`src/rtl/data_mem_pkg.sv`:
```
// Shared types, legality constants and helpers for the synchronous data memory.
package data_mem_pkg;

    typedef enum logic {
        CLEAR = 1'b0,
        IDLE  = 1'b1
    } mem_state_e;

    localparam int unsigned READ_LATENCY_MIN = 1;
    localparam int unsigned READ_LATENCY_MAX = 2;

    function automatic bit read_latency_ok(input int unsigned rl);
        return (rl >= READ_LATENCY_MIN) && (rl <= READ_LATENCY_MAX);
    endfunction

    function automatic int unsigned byte_lanes(input int unsigned dw);
        return dw / 8;
    endfunction

endpackage

```
`src/rtl/data_mem_rsp_pipe.sv`:
```
// Fixed-latency response delay line carrying valid, error flag and read data.
module data_mem_rsp_pipe #(
    parameter int unsigned WIDTH   = 16,
    parameter int unsigned LATENCY = 1
) (
    input  logic             clk,
    input  logic             rst,
    input  logic             valid_i,
    input  logic             err_i,
    input  logic [WIDTH-1:0] data_i,
    output logic             valid_o,
    output logic             err_o,
    output logic [WIDTH-1:0] data_o
);

    logic             valid_q [LATENCY];
    logic             err_q   [LATENCY];
    logic [WIDTH-1:0] data_q  [LATENCY];

    always_ff @(posedge clk) begin
        if (rst) begin
            valid_q[0] <= 1'b0;
        end else begin
            valid_q[0] <= valid_i;
        end
        err_q[0]  <= err_i;
        data_q[0] <= data_i;
    end

    for (genvar g = 1; g < LATENCY; g++) begin : g_stage
        always_ff @(posedge clk) begin
            if (rst) begin
                valid_q[g] <= 1'b0;
            end else begin
                valid_q[g] <= valid_q[g-1];
            end
            err_q[g]  <= err_q[g-1];
            data_q[g] <= data_q[g-1];
        end
    end

    // Payload registers carry no reset; gating by valid keeps idle outputs at zero.
    assign valid_o = valid_q[LATENCY-1];
    assign err_o   = valid_q[LATENCY-1] & err_q[LATENCY-1];
    assign data_o  = valid_q[LATENCY-1] ? data_q[LATENCY-1] : '0;

endmodule

```
`src/rtl/sync_data_memory.sv`:
```
// Single-port byte-writable data memory with zero-fill sweep and fixed-latency responses.
module sync_data_memory
    import data_mem_pkg::*;
#(
    parameter int unsigned DATA_WIDTH   = 16,
    parameter int unsigned ADDR_WIDTH   = 4,
    parameter int unsigned DEPTH        = 8,
    parameter int unsigned READ_LATENCY = 1
) (
    input  logic                    clk,
    input  logic                    rst,
    input  logic                    ReqValid,
    output logic                    ReqReady,
    input  logic                    ReqWrite,
    input  logic [ADDR_WIDTH-1:0]   ReqAddr,
    input  logic [DATA_WIDTH-1:0]   ReqWData,
    input  logic [DATA_WIDTH/8-1:0] ReqByteEn,
    input  logic                    ClearReq,
    output logic                    RspValid,
    output logic [DATA_WIDTH-1:0]   RspRData,
    output logic                    RspErr,
    output logic                    Busy
);

    localparam int unsigned LANES = byte_lanes(DATA_WIDTH);
    localparam int unsigned IDX_W = (DEPTH > 1) ? $clog2(DEPTH) : 1;
    localparam logic [ADDR_WIDTH-1:0] LAST_PTR = ADDR_WIDTH'(DEPTH - 1);

    if ((DATA_WIDTH < 8) || ((DATA_WIDTH % 8) != 0)) begin : g_bad_dw
        $fatal(1, "sync_data_memory: DATA_WIDTH must be a non-zero multiple of 8");
    end
    if ((DEPTH < 1) || (DEPTH > (2 ** ADDR_WIDTH))) begin : g_bad_depth
        $fatal(1, "sync_data_memory: DEPTH must lie in 1..2**ADDR_WIDTH");
    end
    if (!read_latency_ok(READ_LATENCY)) begin : g_bad_rl
        $fatal(1, "sync_data_memory: READ_LATENCY must be 1 or 2");
    end

    mem_state_e state_q, state_d;
    logic [ADDR_WIDTH-1:0] clr_ptr_q, clr_ptr_d;
    logic [DATA_WIDTH-1:0] mem_q [DEPTH];

    logic                  accept;
    logic                  in_range;
    logic [IDX_W-1:0]      req_idx;
    logic [IDX_W-1:0]      clr_idx;
    logic                  wr_en;
    logic [DATA_WIDTH-1:0] rd_word;
    logic [DATA_WIDTH-1:0] rsp_data;

    assign ReqReady = (state_q == IDLE);
    assign Busy     = (state_q == CLEAR);
    assign accept   = ReqValid & ReqReady;
    assign in_range = (32'(ReqAddr) < DEPTH);
    assign req_idx  = ReqAddr[IDX_W-1:0];
    assign clr_idx  = clr_ptr_q[IDX_W-1:0];
    assign wr_en    = accept & ReqWrite & in_range & ~rst;

    always_comb begin
        state_d   = state_q;
        clr_ptr_d = clr_ptr_q;
        case (state_q)
            CLEAR: begin
                if (clr_ptr_q == LAST_PTR) begin
                    state_d = IDLE;
                end else begin
                    clr_ptr_d = clr_ptr_q + 1'b1;
                end
            end
            IDLE: begin
                if (ClearReq) begin
                    state_d   = CLEAR;
                    clr_ptr_d = '0;
                end
            end
            default: begin
                state_d   = CLEAR;
                clr_ptr_d = '0;
            end
        endcase
    end

    always_ff @(posedge clk) begin
        if (rst) begin
            state_q   <= CLEAR;
            clr_ptr_q <= '0;
        end else begin
            state_q   <= state_d;
            clr_ptr_q <= clr_ptr_d;
        end
    end

    // Sweep and request writes never coincide: requests are only accepted in IDLE.
    always_ff @(posedge clk) begin
        if (state_q == CLEAR) begin
            mem_q[clr_idx] <= '0;
        end else if (wr_en) begin
            for (int unsigned b = 0; b < LANES; b++) begin
                if (ReqByteEn[b]) begin
                    mem_q[req_idx][b*8 +: 8] <= ReqWData[b*8 +: 8];
                end
            end
        end
    end

    always_comb begin
        rd_word  = '0;
        rsp_data = '0;
        if (in_range) begin
            rd_word = mem_q[req_idx];
        end
        if (!ReqWrite) begin
            rsp_data = rd_word;
        end
    end

    data_mem_rsp_pipe #(
        .WIDTH   (DATA_WIDTH),
        .LATENCY (READ_LATENCY)
    ) u_rsp_pipe (
        .clk     (clk),
        .rst     (rst),
        .valid_i (accept),
        .err_i   (~in_range),
        .data_i  (rsp_data),
        .valid_o (RspValid),
        .err_o   (RspErr),
        .data_o  (RspRData)
    );

endmodule

```
`config.mk`:
```
export PLATFORM = sky130hd
export DESIGN_NAME = sync_data_memory
export DESIGN_NICKNAME = d
export VERILOG_FILES = /design/src/rtl/data_mem_pkg.sv /design/src/rtl/data_mem_rsp_pipe.sv /design/src/rtl/sync_data_memory.sv
export SDC_FILE = /design/constraint.sdc
export NUM_CORES = 1
export LEC_CHECK = 0
export CORE_ASPECT_RATIO = 2
export CORE_MARGIN = 4
export CORE_UTILIZATION = 45
export CTS_BUF_LIST = sky130_fd_sc_hd__clkbuf_16
export DETAILED_ROUTE_END_ITERATION = 10
export GPL_TIMING_DRIVEN = 0
export PLACE_DENSITY = 0.61
export SLEW_MARGIN = 15
export SYNTH_ARGS = -nofsm -noshare
export SYNTH_HDL_FRONTEND = slang
export SYNTH_HIERARCHICAL = 1
export SYNTH_SLANG_ARGS = --single-unit
```
`constraint.sdc`:
```
create_clock -name clk -period 3 [get_ports clk]
set_input_delay 0.45 -clock clk [delete_from_list [all_inputs] [get_ports clk]]
set_output_delay 0.45 -clock clk [all_outputs]
set_load 0.01 [all_outputs]
```
==> impl_metrics.yaml, run 1 <==
status:
  outcome: "finished, final reports clean"
worst_setup_path:
  path_class: "in -> reg"
  r2r-start: "ReqReady"
  reg2reg_slack_ns: 0.28
  crit_arrival_ns: 2.93
  crit_chain: "clkdlybuf4s50_1, nand2b_1, clkbuf_1, clkbuf_1, o32a_1, a21oi_1"
  end_kind: "flop"
  reg2regPathDepth: 4
  worstPathRequired_ns: 3.03
  startpoint: "ReqAddr[3]"
  critical_path.slowest_cell: "a21oi_1"
  cp_slowest_stage_delay_ns: 0.98
  cpMostUsedCell: "clkbuf_1"
  path_max_fanout: 10
  reg2reg_to: "mem_q[5][9]"
  startpoint_type: "primary input"
synthesis:
  synth_top_family_by_area: "simple AND/OR/NAND/NOR gates"
  synth.distinct_cells: 46
  synth_nets: 453
  synth-edff-count: 128
  seq_area_frac_synth: 0.6811
  ys_ff_latch: 151
  ys.flop_type: "edfxtp_1"
  syn_area_sq_um: 6320
  async_flop_share: 0
  synthAdderAreaFrac: 0.001980
  syn_inst: 425
  synth_compound_gate_area_share: 0.09800
  yosys_warnings: 6
  synth_xor_area_frac: 0
  yosys.area_share.simple: 0.1055
  synth.area.mux_share: 0.08078
  avgSynthCellArea_sq_um: 14.87
cells_and_area:
  area_growth_pct: 19.96
  layout-drive-gt1-share: 0.2056
  layout.nets: 516
  fin_area_sq_um: 7581
  n_antenna_cell: 0
  final_common_cell: "edfxtp_1"
  final_cell_mix: "128 x edfxtp_1, 44 x clkdlybuf4s50_1, 30 x mux2_2, 25 x nor2b_1, 23 x dfxtp_1"
run:
  cap_violations: 0
clock_network:
  cts_tree: "yes"
  cts_buffer_depth: 2
  h-tree-depth: 4
  cts_buffers: 17
  root_buffer: "clkbuf_16"
  clk_latency_ns: 0.42
  cts_hold_buf: 0
  cts.sinks: 151
  clk_pin_slew_ns: 0.06
die:
  core_area_sq_um: 13810
  placementRows: 61
  die_area_sq_um: 16120
  pin_count: 47
  die_y_um: 175.6
  die_w_um: 91.80
  start_util: 0.4575
place:
  dpl.hpwl_um: 10340
  place_area_sq_um: 6997
  post-place-ws_ns: -0.7359
  gp_congestion: 0.9130
  port_buffers: 44
global_routing:
  grt_overflow: 0
  grt_max_degree: 17
  antenna_found_initial: 0
  grt_pass1_wl_um: 22910
  grt_pass1_vias: 4070
  grt_use_total: 0.1936
drt:
  routed_via_density: 5.571
  final_antenna_net_count: 0
  num_vias: 3844
  drtIter0Drc: 193
  wirelength_um: 14850
  firstDrtPassIters: 4
  wl_per_cell_um: 21.52
  drc: 0
timing:
  setup_slack_ns: 0.09892
  setup_viol: 0
  fin_skew_ns: 0.01021
  rsz0062_at_grt: "false"
  finalHoldViolCount: 0
  final_max_slew_viol_count: 0
  final.min_clock_period_ns: 2.901
  max-slew-margin-rel: 0.1612
  fin_crit_sh: 0.9670
  worst_pin_slew_ns: 1.258
  timing.fmax_mhz: 344.7
hold_path:
  whs_path_depth: 2
  whs_endpoint: "u_rsp_pipe/data_q[0][15]"
  worstHoldStart: "ReqAddr[1]"
  min_path_type: "in -> reg"
power:
  peakVddDrop_mv: 0.4310
  leakage_nw: 2.497
  pwr_density_cell_nw_per_um2: 611.5
[registers in the layout, indices dropped and copies added (netlist names)]
register,flops
u_rsp_pipe/valid_q,1
ReqReady,1
u_rsp_pipe/data_q,16
clr_ptr_q,4
u_rsp_pipe/err_q,1
mem_q,128
[critical path: cells and delay by family]
family                 cells  cell delay (ns)
AO/OA/AOI/OAI              2             1.43
buffers and inverters      3             0.88
AND/OR/NAND/NOR            1             0.16
[synth_stat cells, types with 3 or more instances]
library cell | number | share of area
edfxtp_1 | 128 | 0.61
mux2_2 | 30 | 0.053
nor2b_1 | 26 | 0.026
dfxtp_1 | 23 | 0.073
and2_1 | 21 | 0.021
a2111oi_0 | 17 | 0.024
a211oi_1 | 17 | 0.020
a21oi_1 | 17 | 0.013
mux2i_1 | 15 | 0.024
o22ai_1 | 15 | 0.015
and2_2 | 13 | 0.015
clkbuf_1 | 12 | 0.0071
buf_2 | 9 | 0.0071
nand4_1 | 8 | 0.0079
o311ai_0 | 8 | 0.011
inv_1 | 6 | 0.0036
nor2_1 | 6 | 0.0036
buf_6 | 5 | 0.0089
buf_4 | 4 | 0.0048
or4_1 | 4 | 0.0048
and3_1 | 3 | 0.0030
and3b_1 | 3 | 0.0042
nand2_1 | 3 | 0.0018
o31ai_1 | 3 | 0.0036
[worst max path at each step]
stage	end	slack, ns	depth (start not counted)
finish	mem_q[5][9]	0.1	6
global route	mem_q[4][12]	0.03	6
CTS	mem_q[2][3]	-0.06	6
detailed placement	mem_q[2][5]	-0.74	6
global placement	mem_q[3][5]	-0.69	6
floorplan	mem_q[1][0]	0.74	5
[cell type report]
cell class | count | area (sq um)
fill | 1145 | 6233
sequential | 151 | 4304
multi-input combinational | 236 | 1849
timing repair buffer | 44 | 440.4
clock buffer | 17 | 425.4
tap | 189 | 236.5
buffer | 32 | 183.9
clock inverter | 15 | 118.9
inverter | 6 | 22.52
[routing by layer]
layer  wire [um]  global-route usage
met5           0                   0
met4         451             0.08871
met3         418             0.03172
met2        8542              0.3710
met1        5439              0.2012
[metrics by stage]
| step | power (W) | instances | setup TNS (ns) | hold slack (ns) | util |
|---|---|---|---|---|---|
| after floorplan | 0.002607 | 425 | 0 | 0.4777 | - |
| after global placement | 0.002720 | 658 | -26.03 | 0.5685 | 0.5065 |
| after CTS | 0.004663 | 690 | -0.8978 | 0.3004 | 0.5464 |
| final | 0.004636 | 690 | 0 | 0.3167 | 0.5488 |
| after detailed placement | 0.002733 | 658 | -34.54 | 0.5852 | 0.5065 |
| after global routing | 0.004786 | 690 | 0 | 0.3215 | 0.5488 |
[what timing repair did]
item,4_1_cts,5_1_grt
buffers inserted,0,0
pin swaps,0,0
gates resized for setup,2,5
endpoints found under the setup margin,16,32
[power by group]
group	internal [W]	total [W]	switching (W)
clock network	0.00107	0.00194	0.000869
registers	0.00235	0.00238	0.0000243
logic	0.000125	0.000315	0.000190
total	0.00355	0.00464	0.00108
[cell families (layout without fill, tap and decap cells)]
| group | count (synthesis) | count (layout) |
|---|---|---|
| flip-flops | 151 | 151 |
| AND/OR/NAND/NOR | 103 | 103 |
| AO/OA/AOI/OAI | 86 | 86 |
| multiplexers | 46 | 46 |
| buffers and inverters | 38 | 114 |
| adder cells (fa/ha/maj) | 1 | 1 |
No activity file was read; power rests on OpenSTA's default activity.
==> run 2, diff against run 1 <==
--- a/config.mk
+++ b/config.mk
@@ -7,11 +7,11 @@
 export LEC_CHECK = 0
 export CORE_ASPECT_RATIO = 2
 export CORE_MARGIN = 4
-export CORE_UTILIZATION = 45
+export CORE_UTILIZATION = 35
 export CTS_BUF_LIST = sky130_fd_sc_hd__clkbuf_16
+export CTS_CLUSTER_SIZE = 25
 export DETAILED_ROUTE_END_ITERATION = 10
-export GPL_TIMING_DRIVEN = 0
-export PLACE_DENSITY = 0.61
+export PLACE_DENSITY = 0.49
 export SLEW_MARGIN = 15
 export SYNTH_ARGS = -nofsm -noshare
 export SYNTH_HDL_FRONTEND = slang
==> impl_metrics.yaml, run 2 (synthesis gave the netlist of run 1 again) <==
worst_setup_path:
  cp_slowest_stage_delay_ns: 0.74
  worstPathRequired_ns: 3.13
  critical_path.slowest_cell: "nor2_1"
  critPathBufInv: 2
  crit_cells: 5
  reg2regPathDepth: 5
  path_class: "in -> reg"
  cp_top_family: "simple AND/OR/NAND/NOR gates"
  path_max_fanout: 16
  crit_arrival_ns: 2.47
  startpoint: "ReqByteEn[0]"
  crit_chain: "clkdlybuf4s50_1, nor2_1, o311ai_0, a21oi_1, buf_4"
  end_kind: "flop"
  r2r-start: "ReqReady"
  startpoint_type: "primary input"
cells_and_area:
  layoutNonFillerInstCount: 713
  largest-register: "mem_q"
  final_common_cell: "edfxtp_1"
  largest_reg_flops: 128
  n_antenna_cell: 0
  layout.nets: 515
  final_cell_mix: "128 x edfxtp_1, 45 x clkdlybuf4s50_1, 30 x mux2_2, 29 x buf_4, 26 x nor2b_1"
  layout-drive-gt1-share: 0.2200
  reg.largest.list: "mem_q: 128 flops, u_rsp_pipe/data_q: 16 flops, clr_ptr_q: 4 flops"
  area_growth_pct: 22.39
timing:
  finalHoldViolCount: 0
  timing.fmax_mhz: 427.0
  rsz0062_at_grt: "false"
  final.min_clock_period_ns: 2.342
  worst_pin_slew_ns: 0.9488
  setup_slack_ns: 0.6581
  holdWs_ns: 0.5434
  fin_skew_ns: 0.009151
  setup_viol: 0
  fin_crit_sh: 0.7806
  fin_tns_setup_ns: 0
  max-slew-margin-rel: 0.3651
  final_max_slew_viol_count: 0
global_routing:
  antenna_found_initial: 0
  grt_pass1_wl_um: 23760
  grt_use_total: 0.1629
  grt_max_degree: 51
  grt_overflow: 0
  grt_pass1_vias: 4002
drt:
  drc: 0
  drtIter0Drc: 190
  num_vias: 3775
  final_antenna_net_count: 0
  wl_per_cell_um: 21.73
  wirelength_um: 15490
  firstDrtPassIters: 4
  routed_via_density: 5.295
hold_path:
  whs_path_depth: 1
  min_path_type: "in -> reg"
  worstHoldStart: "ReqAddr[3]"
power:
  peakVddDrop_mv: 0.3708
  pwr_density_cell_nw_per_um2: 648.3
  power_w: 0.005014
  leakage_nw: 2.604
die:
  die_y_um: 198.0
  die_area_sq_um: 20400
  start_util: 0.3554
  die_w_um: 103.0
  pin_count: 47
  placementRows: 69
  core_area_sq_um: 17780
place:
  post-place-ws_ns: 0.2163
  port_buffers: 46
  dpl.hpwl_um: 10790
  gp_congestion: 0.8687
  dp_cells: 681
clock_network:
  root_buffer: "clkbuf_16"
  cts_tree: "yes"
  clk_latency_ns: 0.42
  cts.sinks: 151
  cts_buffers: 17
  h-tree-depth: 4
  clk_pin_slew_ns: 0.06
  cts_buffer_depth: 2
  cts_hold_buf: 0
  postCtsSetupBuffers: 0
  postCtsResizedCells: 0
run:
  cap_violations: 0
status:
  outcome: "finished, final reports clean"
-- run 2: where the power goes --
part           internal, W  switching [W]
registers          0.00235      0.0000261
clock network      0.00141       0.000903
logic             0.000136       0.000184
-- run 2: cell type report --
type / instances / area, sq um
fillers: 1639 / 10050
flip-flops and latches: 151 / 4304
multi-input cells: 236 / 1809
repair buffers: 75 / 688.2
clock buffers: 17 / 425.4
well taps: 213 / 266.5
clock inverters: 15 / 219.0
inverters: 6 / 22.52
-- run 2: routing by layer --
| layer | wire length (um) | vias to the layer above | share of wire | track usage |
|---|---|---|---|---|
| met5 | 0 | - | 0 | 0 |
| li1 | - | 1788 | - | - |
| met3 | 456 | 31 | 0.029 | 0.02786 |
| met1 | 5272 | 1872 | 0.34 | 0.1590 |
| met2 | 9032 | 84 | 0.58 | 0.3078 |
| met4 | 731 | 0 | 0.047 | 0.09366 |
-- run 2: metrics by stage --
stage                       util  instance area (sq um)
after detailed placement  0.3987                   7091
final                     0.4349                   7735
after floorplan                -                   6320
after global placement    0.3987                   7091
after CTS                 0.4349                   7735
after global routing      0.4349                   7735
-- run 2: worst paths after layout --
path                    endpoint  slack (ns)
max reg2reg         mem_q[7][10]        0.92
max                  mem_q[0][4]        0.66
min reg2reg         clr_ptr_q[3]        0.62
min          u_rsp_pipe/err_q[0]        0.54
-- run 2: worst reg2reg max path: cells and delay by family (launching register included) --
kind,cells,cell delay (ns)
buf+inv,2,0.42
compound gates,1,0.17
flops,1,0.59
simple gates,2,0.60
==> patch, RTL diff (config.mk and constraints of run 2) <==
Put a register stage on the output `RspErr`. The value now appears one clock later. The other outputs are not delayed to match.
--- a/src/rtl/sync_data_memory.sv
+++ b/src/rtl/sync_data_memory.sv
@@ -25,6 +25,8 @@
     localparam int unsigned LANES = byte_lanes(DATA_WIDTH);
     localparam int unsigned IDX_W = (DEPTH > 1) ? $clog2(DEPTH) : 1;
     localparam logic [ADDR_WIDTH-1:0] LAST_PTR = ADDR_WIDTH'(DEPTH - 1);
+
+    logic RspErr_d;
 
     if ((DATA_WIDTH < 8) || ((DATA_WIDTH % 8) != 0)) begin : g_bad_dw
         $fatal(1, "sync_data_memory: DATA_WIDTH must be a non-zero multiple of 8");
@@ -124,9 +126,13 @@
         .err_i   (~in_range),
         .data_i  (rsp_data),
         .valid_o (RspValid),
-        .err_o   (RspErr),
+        .err_o   (RspErr_d),
         .data_o  (RspRData)
     );
 
+    always_ff @(posedge clk) begin
+        RspErr <= RspErr_d;
+    end
+
 endmodule
 
Behaviour: not the same (Yosys sat finds a counterexample within 10 cycles, from zero or initial values and one cycle with rst high).
==> patch against run 2 <==
- non-clock buffer count increased by 4
- setup slack improved by 0.11 ns
- clock skew up 0.00052 ns
- first-iteration DRC count rose by 27%
- hold slack worse by 0.098 ns
- design area is 0.53% lower
- global-route usage decreased by 0.13 points
- sequential share of layout area increased by 0.56 points
- sequential cell count is 1 higher
- synthesized cell count rose by 0.24%
- area after synthesis rose by 0.32%
- wire length down 0.29%
- power fell by 6.4%
==> patch: results (changes against run 2) <==
placement:
  gp_congestion: 0.867  # -0.20%
  pre_cts_ws_ns: 0.326  # +0.110 ns
  place_hpwl_um: 10600  # -1.3%
global_routing:
  grt_pass1_wl_um: 23500  # -1.2%
  grt_use_total_pct: 16.2  # -0.13 points
  grt_pass1_vias: 3967  # -0.87%
  grt_max_degree: 55  # +7.8%
drt:
  drtIter0Drc: 242  # +27%
  wl_per_cell_um: 21.5  # -1.1%
finish:
  drive_gt1_share_pct: 22.2  # +0.18 points
  nets: 520  # +0.97%
  finalNonFillerCells: 719  # +0.84%
timing:
  worstMarginPinSlew_ns: 0.883  # -0.0659 ns
min_path:
  min_to: "RspErr"
synth:
  synth.yosys.seq_area_share_pct: 68.2  # +0.10 points
  synthAdderAreaFrac_pct: 0.197  # -0.00063 points
  yosys-top-cells-area: "edfxtp_1 61%, dfxtp_1 7.6%, mux2_2 5.3%"
  synth-compound-area-share_pct: 9.77  # -0.031 points
setup_path:
  critical_path.top_delay_family: "buffers and inverters"
  regToRegEndpoint: "mem_q[6][2]"
  worstRegToRegCells: 4  # -1
  r2r_setup_slack_ns: 1.15  # +0.23 ns
power_and_ir_drop:
  power.internal_mw: 3.58  # -8.2%
  p_leak_nw: 2.60  # about the same
run_status:
  outcome: "finished, final reports clean"
==> patch: cell count changes after synthesis, sizes merged <==
cell	before	now
dfxtp	23	24
==> patch: logic make-up after synthesis <==
| kind of cell | Yosys count |
|---|---|
| mux | 46 |
| buf+inv | 38 |
| fa+ha+maj | 1 |
| simple gates | 103 |
| compound gates | 86 |
| flops | 152 |
==> patch: power groups by stage <==
stage	clock [mW]	sequential [mW]	combinational, mW
global placement	0	2.43	0.336
CTS	2.02	2.39	0.340
finish	1.97	2.39	0.331
floorplan	0	2.43	0.193
detailed placement	0	2.44	0.338
global route	2.12	2.40	0.359
==> patch: area by class of cell <==
class                   instances  area, um2  share of cell area (%)
inverters                       6       22.5                   0.293
clock inverters                15        125                    1.63
well taps                     213        267                    3.46
multi-input cells             236       1810                    23.5
clock buffers                  17        425                    5.53
repair buffers                 79        718                    9.33
flip-flops and latches        152       4320                    56.2
diodes                          1       2.50                  0.0325
==> patch: layer usage <==
metal,up-vias,GRT usage (%),share of wire [%]
li1,1807,-,-
met1,1908,16.3,35
met2,71,31.8,61
met3,11,3.14,2.6
met4,0,5.19,1.1
met5,-,0,0
==> patch: worst max-delay path by stage <==
stage	start	to	slack, ns	cells after the start
6_report	ReqAddr[1]	u_rsp_pipe/data_q[0][14]	0.77	5
5_1_grt	ReqByteEn[1]	mem_q[6][2]	0.65	5
4_1_cts	u_rsp_pipe/valid_q[0]	RspRData[2]	0.74	3
3_5_place_dp	ReqByteEn[1]	mem_q[0][2]	0.33	5
3_3_place_gp	ReqByteEn[1]	mem_q[1][2]	0.37	5
2_1_floorplan	ReqAddr[1]	mem_q[1][0]	0.74	5
